$ cat src/rtl/slurm16_bank_scheduler.sv
// rtl/slurm16_bank_scheduler.sv - per-bank CPU/peripheral scheduler for one 16K x 16 BRAM bank
// Optional stall/force statistics are enabled by defining SLURM16_BANK_SCHED_STATS_EN.
module slurm16_bank_scheduler #(
  parameter int BURST_MAX    = 8,
  parameter int CPU_MAX_WAIT = 16
) (
  input  logic        CLK,
  input  logic        RST,
`ifdef SLURM16_BANK_SCHED_STATS_EN
  input  logic        stat_clr,
  output logic [15:0] stat_cpu_stall,
  output logic [7:0]  stat_force,
`endif
  input  logic        cpu_req,
  input  logic [13:0] cpu_addr,
  input  logic [15:0] cpu_din,
  input  logic        cpu_wr,
  input  logic [1:0]  cpu_mask,
  output logic        cpu_grant,
  input  logic        fl_wvalid,
  input  logic [13:0] fl_addr,
  input  logic [15:0] fl_din,
  output logic        fl_wready,
  input  logic        bg_rvalid,
  input  logic [13:0] bg_addr,
  output logic        bg_rready,
  input  logic        spr_rvalid,
  input  logic [13:0] spr_addr,
  output logic        spr_rready,
  output logic [1:0]  mux_sel,
  output logic [13:0] B_ADDR,
  output logic [15:0] B_DIN,
  output logic [1:0]  B_MASK,
  output logic        B_WR
);

  localparam logic [1:0] OWN_CPU = 2'd0;
  localparam logic [1:0] OWN_FL  = 2'd1;
  localparam logic [1:0] OWN_BG  = 2'd2;
  localparam logic [1:0] OWN_SPR = 2'd3;

  localparam logic [7:0] BURST_LIM = 8'(BURST_MAX);
  localparam logic [7:0] WAIT_LIM  = 8'(CPU_MAX_WAIT);

  typedef enum logic [1:0] {
    S_CPU       = 2'd0,
    S_PERIPH    = 2'd1,
    S_CPU_FORCE = 2'd2
  } state_t;

  state_t     state, state_n;
  logic [1:0] mux_n;
  logic [1:0] rr_ptr, rr_n;
  logic [7:0] burst_cnt, burst_n;
  logic [7:0] cpu_wait, cpu_wait_n;
  logic [3:0] vld4, others;
  logic [2:0] pick_idle, pick_rearb;
  logic       owner_valid;

  function automatic logic [1:0] succ(input logic [1:0] own);
    succ = (own == OWN_SPR) ? OWN_FL : own + 2'd1;
  endfunction

  // Returns {found, owner}: first valid peripheral at or after start, cyclic fl->bg->spr.
  function automatic logic [2:0] rr_pick(input logic [1:0] start, input logic [3:0] vld);
    logic [1:0] cand;
    rr_pick = 3'b000;
    cand    = start;
    for (int i = 0; i < 3; i++) begin
      if (!rr_pick[2] && vld[cand]) rr_pick = {1'b1, cand};
      cand = succ(cand);
    end
  endfunction

  always_comb begin
    state_n     = state;
    mux_n       = mux_sel;
    rr_n        = rr_ptr;
    burst_n     = burst_cnt;
    vld4        = {spr_rvalid, bg_rvalid, fl_wvalid, 1'b0};
    others      = vld4;
    others[mux_sel] = 1'b0;
    owner_valid = vld4[mux_sel];
    pick_idle   = rr_pick(rr_ptr, vld4);
    pick_rearb  = rr_pick(succ(mux_sel), others);

    case (state)
      S_CPU, S_CPU_FORCE: begin
        state_n = S_CPU;
        mux_n   = OWN_CPU;
        burst_n = 8'd0;
        if (pick_idle[2]) begin
          state_n = S_PERIPH;
          mux_n   = pick_idle[1:0];
          burst_n = 8'd1;
        end
      end
      S_PERIPH: begin
        if (cpu_wait == WAIT_LIM) begin
          // Forced CPU slot wins over any burst decision; the owner loses its turn.
          state_n = S_CPU_FORCE;
          mux_n   = OWN_CPU;
          rr_n    = succ(mux_sel);
          burst_n = 8'd0;
        end else if (!owner_valid || burst_cnt == BURST_LIM) begin
          rr_n = succ(mux_sel);
          if (pick_rearb[2]) begin
            mux_n   = pick_rearb[1:0];
            burst_n = 8'd1;
          end else begin
            // Lone requester goes back through a CPU cycle before being re-granted.
            state_n = S_CPU;
            mux_n   = OWN_CPU;
            burst_n = 8'd0;
          end
        end else begin
          burst_n = burst_cnt + 8'd1;
        end
      end
      default: begin
        state_n = S_CPU;
        mux_n   = OWN_CPU;
        burst_n = 8'd0;
      end
    endcase
  end

  always_comb begin
    cpu_wait_n = 8'd0;
    if (cpu_req && mux_sel != OWN_CPU)
      cpu_wait_n = (cpu_wait == WAIT_LIM) ? cpu_wait : cpu_wait + 8'd1;
  end

  always_ff @(posedge CLK) begin
    if (RST) begin
      state      <= S_CPU;
      mux_sel    <= OWN_CPU;
      rr_ptr     <= OWN_FL;
      burst_cnt  <= 8'd0;
      cpu_wait   <= 8'd0;
      cpu_grant  <= 1'b0;
      fl_wready  <= 1'b0;
      bg_rready  <= 1'b0;
      spr_rready <= 1'b0;
    end else begin
      state      <= state_n;
      mux_sel    <= mux_n;
      rr_ptr     <= rr_n;
      burst_cnt  <= burst_n;
      cpu_wait   <= cpu_wait_n;
      cpu_grant  <= (mux_sel == OWN_CPU) && cpu_req;
      fl_wready  <= (mux_sel == OWN_FL)  && fl_wvalid;
      bg_rready  <= (mux_sel == OWN_BG)  && bg_rvalid;
      spr_rready <= (mux_sel == OWN_SPR) && spr_rvalid;
    end
  end

  always_comb begin
    B_ADDR = cpu_addr;
    B_DIN  = cpu_din;
    B_MASK = cpu_mask;
    B_WR   = cpu_wr & cpu_req;
    case (mux_sel)
      OWN_FL: begin
        B_ADDR = fl_addr;
        B_DIN  = fl_din;
        B_MASK = 2'b11;
        B_WR   = fl_wvalid;
      end
      OWN_BG: begin
        B_ADDR = bg_addr;
        B_DIN  = 16'd0;
        B_MASK = 2'b11;
        B_WR   = 1'b0;
      end
      OWN_SPR: begin
        B_ADDR = spr_addr;
        B_DIN  = 16'd0;
        B_MASK = 2'b11;
        B_WR   = 1'b0;
      end
      default: ;
    endcase
  end

`ifdef SLURM16_BANK_SCHED_STATS_EN
  always_ff @(posedge CLK) begin
    if (RST || stat_clr) begin
      stat_cpu_stall <= 16'd0;
      stat_force     <= 8'd0;
    end else begin
      if (cpu_req && mux_sel != OWN_CPU && stat_cpu_stall != 16'hFFFF)
        stat_cpu_stall <= stat_cpu_stall + 16'd1;
      if (state == S_PERIPH && state_n == S_CPU_FORCE)
        stat_force <= stat_force + 8'd1;
    end
  end
`endif

endmodule

$ cat config.mk
export PLATFORM = sky130hd
export DESIGN_NAME = slurm16_bank_scheduler
export DESIGN_NICKNAME = d
export VERILOG_FILES = /design/src/rtl/slurm16_bank_scheduler.sv
export SDC_FILE = /design/constraint.sdc
export NUM_CORES = 1
export LEC_CHECK = 0
export ABC_AREA = 0
export CORE_MARGIN = 2
export CORE_UTILIZATION = 40
export CTS_CLUSTER_SIZE = 10
export DETAILED_ROUTE_END_ITERATION = 12
export GPL_TIMING_DRIVEN = 0
export PLACE_DENSITY_LB_ADDON = 0.1
export SLEW_MARGIN = 10
export SYNTH_ARGS = -nofsm -noshare
export SYNTH_HDL_FRONTEND = slang
export SYNTH_SLANG_ARGS = --single-unit
$ cat constraint.sdc
create_clock -name CLK -period 4.3 [get_ports CLK]
set_input_delay 0.86 -clock CLK [delete_from_list [all_inputs] [get_ports CLK]]
set_output_delay 0.86 -clock CLK [all_outputs]
set_load 0.02 [all_outputs]
==> flow_summary.json <==
{
  "fin_skew_ns": 0.007889,
  "ant_nets": 0,
  "cp_max_fo": 10,
  "yosysUniqueCellTypes": 50,
  "num-fill-cells": 431,
  "port_buffers": 134,
  "timing.fmax_mhz": 268.3,
  "seq_area_frac_synth_pct": 24.69,
  "period_share_pct": 86.68,
  "hold_viol": 0,
  "synth_area_um2": 2108,
  "cpMaxStageDelayCell": "clkdlybuf4s50_1",
  "rows": 26,
  "io_pins": 136,
  "async_reset_ff_share_pct": 0,
  "wl_per_cell_um": 15.18,
  "worstPathCellList": "inv_1, ha_1, clkbuf_1, nor2_1, clkbuf_1, a22o_1, clkdlybuf4s50_1",
  "synthFlopType": "dfxtp_1",
  "cts_max_level": 1,
  "syn_area_per_cell_um2": 8.366,
  "cts-root-buf": "clkbuf_8",
  "status": "completed",
  "area_growth_pct": 70.39,
  "hold_buffers": 0,
  "cts-resized-gates": 0,
  "grt_max_degree": 15,
  "core_region_area_um2": 5107,
  "cts_made_buffers": 3,
  "min_period_ns": 3.727,
  "cp.arrival_ns": 2.87,
  "clock-sinks": 26,
  "tritoncts": "yes",
  "grt_pass1_wl_um": 11230,
  "final-seq-area_um2": 520.5,
  "gp_congestion": 0.8735,
  "worst-slew-pin-transition_ns": 0.6443,
  "setup_tns_ns": 0,
  "die_w_um": 76.60,
  "reg2reg_depth": 7,
  "track_usage_pct": 23.34,
  "drt_iter0_markers": 124,
  "slew_headroom_pct": 57.05,
  "wl_um": 6984,
  "initial_core_util_pct": 41.28,
  "cp_data_required_time_ns": 3.44,
  "nets": 499,
  "r2r-end": "mux_sel[1]$_SDFFE_PP0P_",
  "start_kind": "register",
  "drt_pass1_iterations": 8,
  "leakage_uw": 0.001441,
  "critPathBufInv": 4,
  "hold_path_class": "register to register",
  "drc": 0,
  "stdcell_count": 460,
  "clk_latency_ns": 0.27,
  "dp_hpwl_um": 5802,
  "multi_input_area_um2": 1429,
  "power_uw": 1734,
  "worstSetupPathType": "register to output pin",
  "syn_nets": 360,
  "dp.cells": 456,
  "timing.critical_path.max_delay_family": "buffers and inverters",
  "routed_via_density": 5.246,
  "grt_pass1_vias": 2198,
  "syn_inst": 252,
  "drive_above_1_share_pct": 5.641,
  "worstSetupEndpointType": "output pin",
  "clock_path_buffers": 2,
  "cp_slowest_stage_delay_ns": 0.60,
  "antenna_found_initial": 0,
  "reg2reg_from": "mux_sel[0]$_SDFFE_PP0P_",
  "synth.ff_latch_count": 26,
  "p_per_area_nw_per_um2": 482.6,
  "synth_edf_count": 0,
  "cap_violations": 0,
  "die_h_um": 76.60,
  "final_cell_mix": "134 x clkdlybuf4s50_1, 26 x dfxtp_1, 25 x inv_1, 24 x nor2_1, 20 x mux2i_1",
  "crit_end": "B_DIN[2]",
  "dieArea_um2": 5868,
  "r2r_slack_ns": 2.12,
  "final_core_util_pct": 70.33,
  "cpMostUsedCell": "clkbuf_1",
  "rsz0062_at_grt": "false",
  "clk_pin_slew_ns": 0.09,
  "cts_setup_buffers": 0,
  "diodes": 0,
  "setup_viol": 0,
  "peakVddDrop_v": 0.0004225,
  "ys_warn_count": 0,
  "num_vias": 2413,
  "cp_num_cells": 7,
  "slew_viol_final": 0,
  "hold_ws_ns": 0.5297,
  "gr-total-overflow": 0,
  "layout_commonest_cell": "clkdlybuf4s50_1",
  "crit_start": "mux_sel[0]$_SDFFE_PP0P_"
}
cells in the mapped netlist (2+ instances only):
cell type | n | area (µm²)
a222oi_1 | 14 | 140.1
a211o_1 | 2 | 17.52
o2bb2ai_1 | 2 | 17.52
o21bai_1 | 3 | 22.52
mux2i_1 | 20 | 200.2
a21oi_1 | 8 | 40.04
nand3_1 | 11 | 55.05
nand2_1 | 10 | 37.54
nand2b_1 | 8 | 50.05
dfxtp_1 | 26 | 520.5
nor2_1 | 24 | 90.09
buf_1 | 2 | 7.510
nor2b_1 | 3 | 18.77
ha_1 | 11 | 137.6
nor3_1 | 2 | 10.01
xnor2_1 | 3 | 26.28
a22o_1 | 15 | 131.4
xor2_1 | 10 | 87.58
inv_1 | 25 | 93.84
o22ai_1 | 3 | 18.77
clkbuf_1 | 7 | 26.28
and3_1 | 5 | 31.28
buf_2 | 4 | 20.02
o21ai_0 | 8 | 40.04
registers in the layout, summed over array words and instances (netlist names):
signal and count:
fl_wready 1, state 2, bg_rready 1, mux_sel 2, burst_cnt 8, spr_rready 1, rr_ptr 2, cpu_wait 8
cpu_grant 1
layer usage:
metal | vias up | global-route usage (%) | wire [µm]
li1 | 1198 | - | -
met1 | 1099 | 29.20 | 2909
met2 | 98 | 40.71 | 3514
met3 | 18 | 3.910 | 380
met4 | 0 | 7.455 | 180
met5 | - | 0 | 0
kinds of logic (layout without fill, tap and decap cells):
family	Yosys count	in the layout	share of synthesized area, %
simple gates	76	76	19.35
mux	20	20	9.495
fa+ha+maj	11	11	6.528
xor+xnor	13	13	5.401
compound gates	66	66	27.00
flops	26	26	24.69
buf+inv	40	178	7.537
worst min-delay path, stage by stage (launching register included):
cell     delay, ns
dfxtp_1       0.36
xor2_1        0.07
nor2_1        0.07
through the flow:
stage | area, µm² | setup slack (ns)
6_report | 3592 | 0.5729
5_1_grt | 3592 | 0.3696
4_1_cts | 3592 | 0.5222
3_5_place_dp | 3537 | 0.8334
3_3_place_gp | 3537 | 0.8648
2_1_floorplan | 2108 | 1.559
power breakdown:
group	total [µW]	leakage, µW	internal, µW	switching [µW]
clock	158	0.0000288	81.9	75.9
sequential	304	0.000211	270	33.7
combinational	1270	0.00120	624	649
total	1730	0.00144	975	758
worst min-delay path by stage:
stage | startpoint | end | slack, ns | cells past startpoint
floorplan | burst_cnt[7]$_SDFF_PP0_ | burst_cnt[7]$_SDFF_PP0_ | 0.48 | 2
global placement | burst_cnt[7]$_SDFF_PP0_ | burst_cnt[7]$_SDFF_PP0_ | 0.51 | 2
detailed placement | burst_cnt[7]$_SDFF_PP0_ | burst_cnt[7]$_SDFF_PP0_ | 0.51 | 2
CTS | burst_cnt[7]$_SDFF_PP0_ | burst_cnt[7]$_SDFF_PP0_ | 0.54 | 2
global route | burst_cnt[7]$_SDFF_PP0_ | burst_cnt[7]$_SDFF_PP0_ | 0.56 | 2
finish | burst_cnt[7]$_SDFF_PP0_ | burst_cnt[7]$_SDFF_PP0_ | 0.53 | 2
final cells by class:
| cell class | instances | area share (%) |
|---|---|---|
| inverters | 26 | 2.717 |
| plain buffers | 14 | 1.707 |
| well taps | 70 | 2.438 |
| clock buffers | 4 | 1.533 |
| multi-input cells | 186 | 39.78 |
| flip-flops and latches | 26 | 14.49 |
| repair buffers | 134 | 37.34 |
No activity file was read; power rests on OpenSTA's default activity.
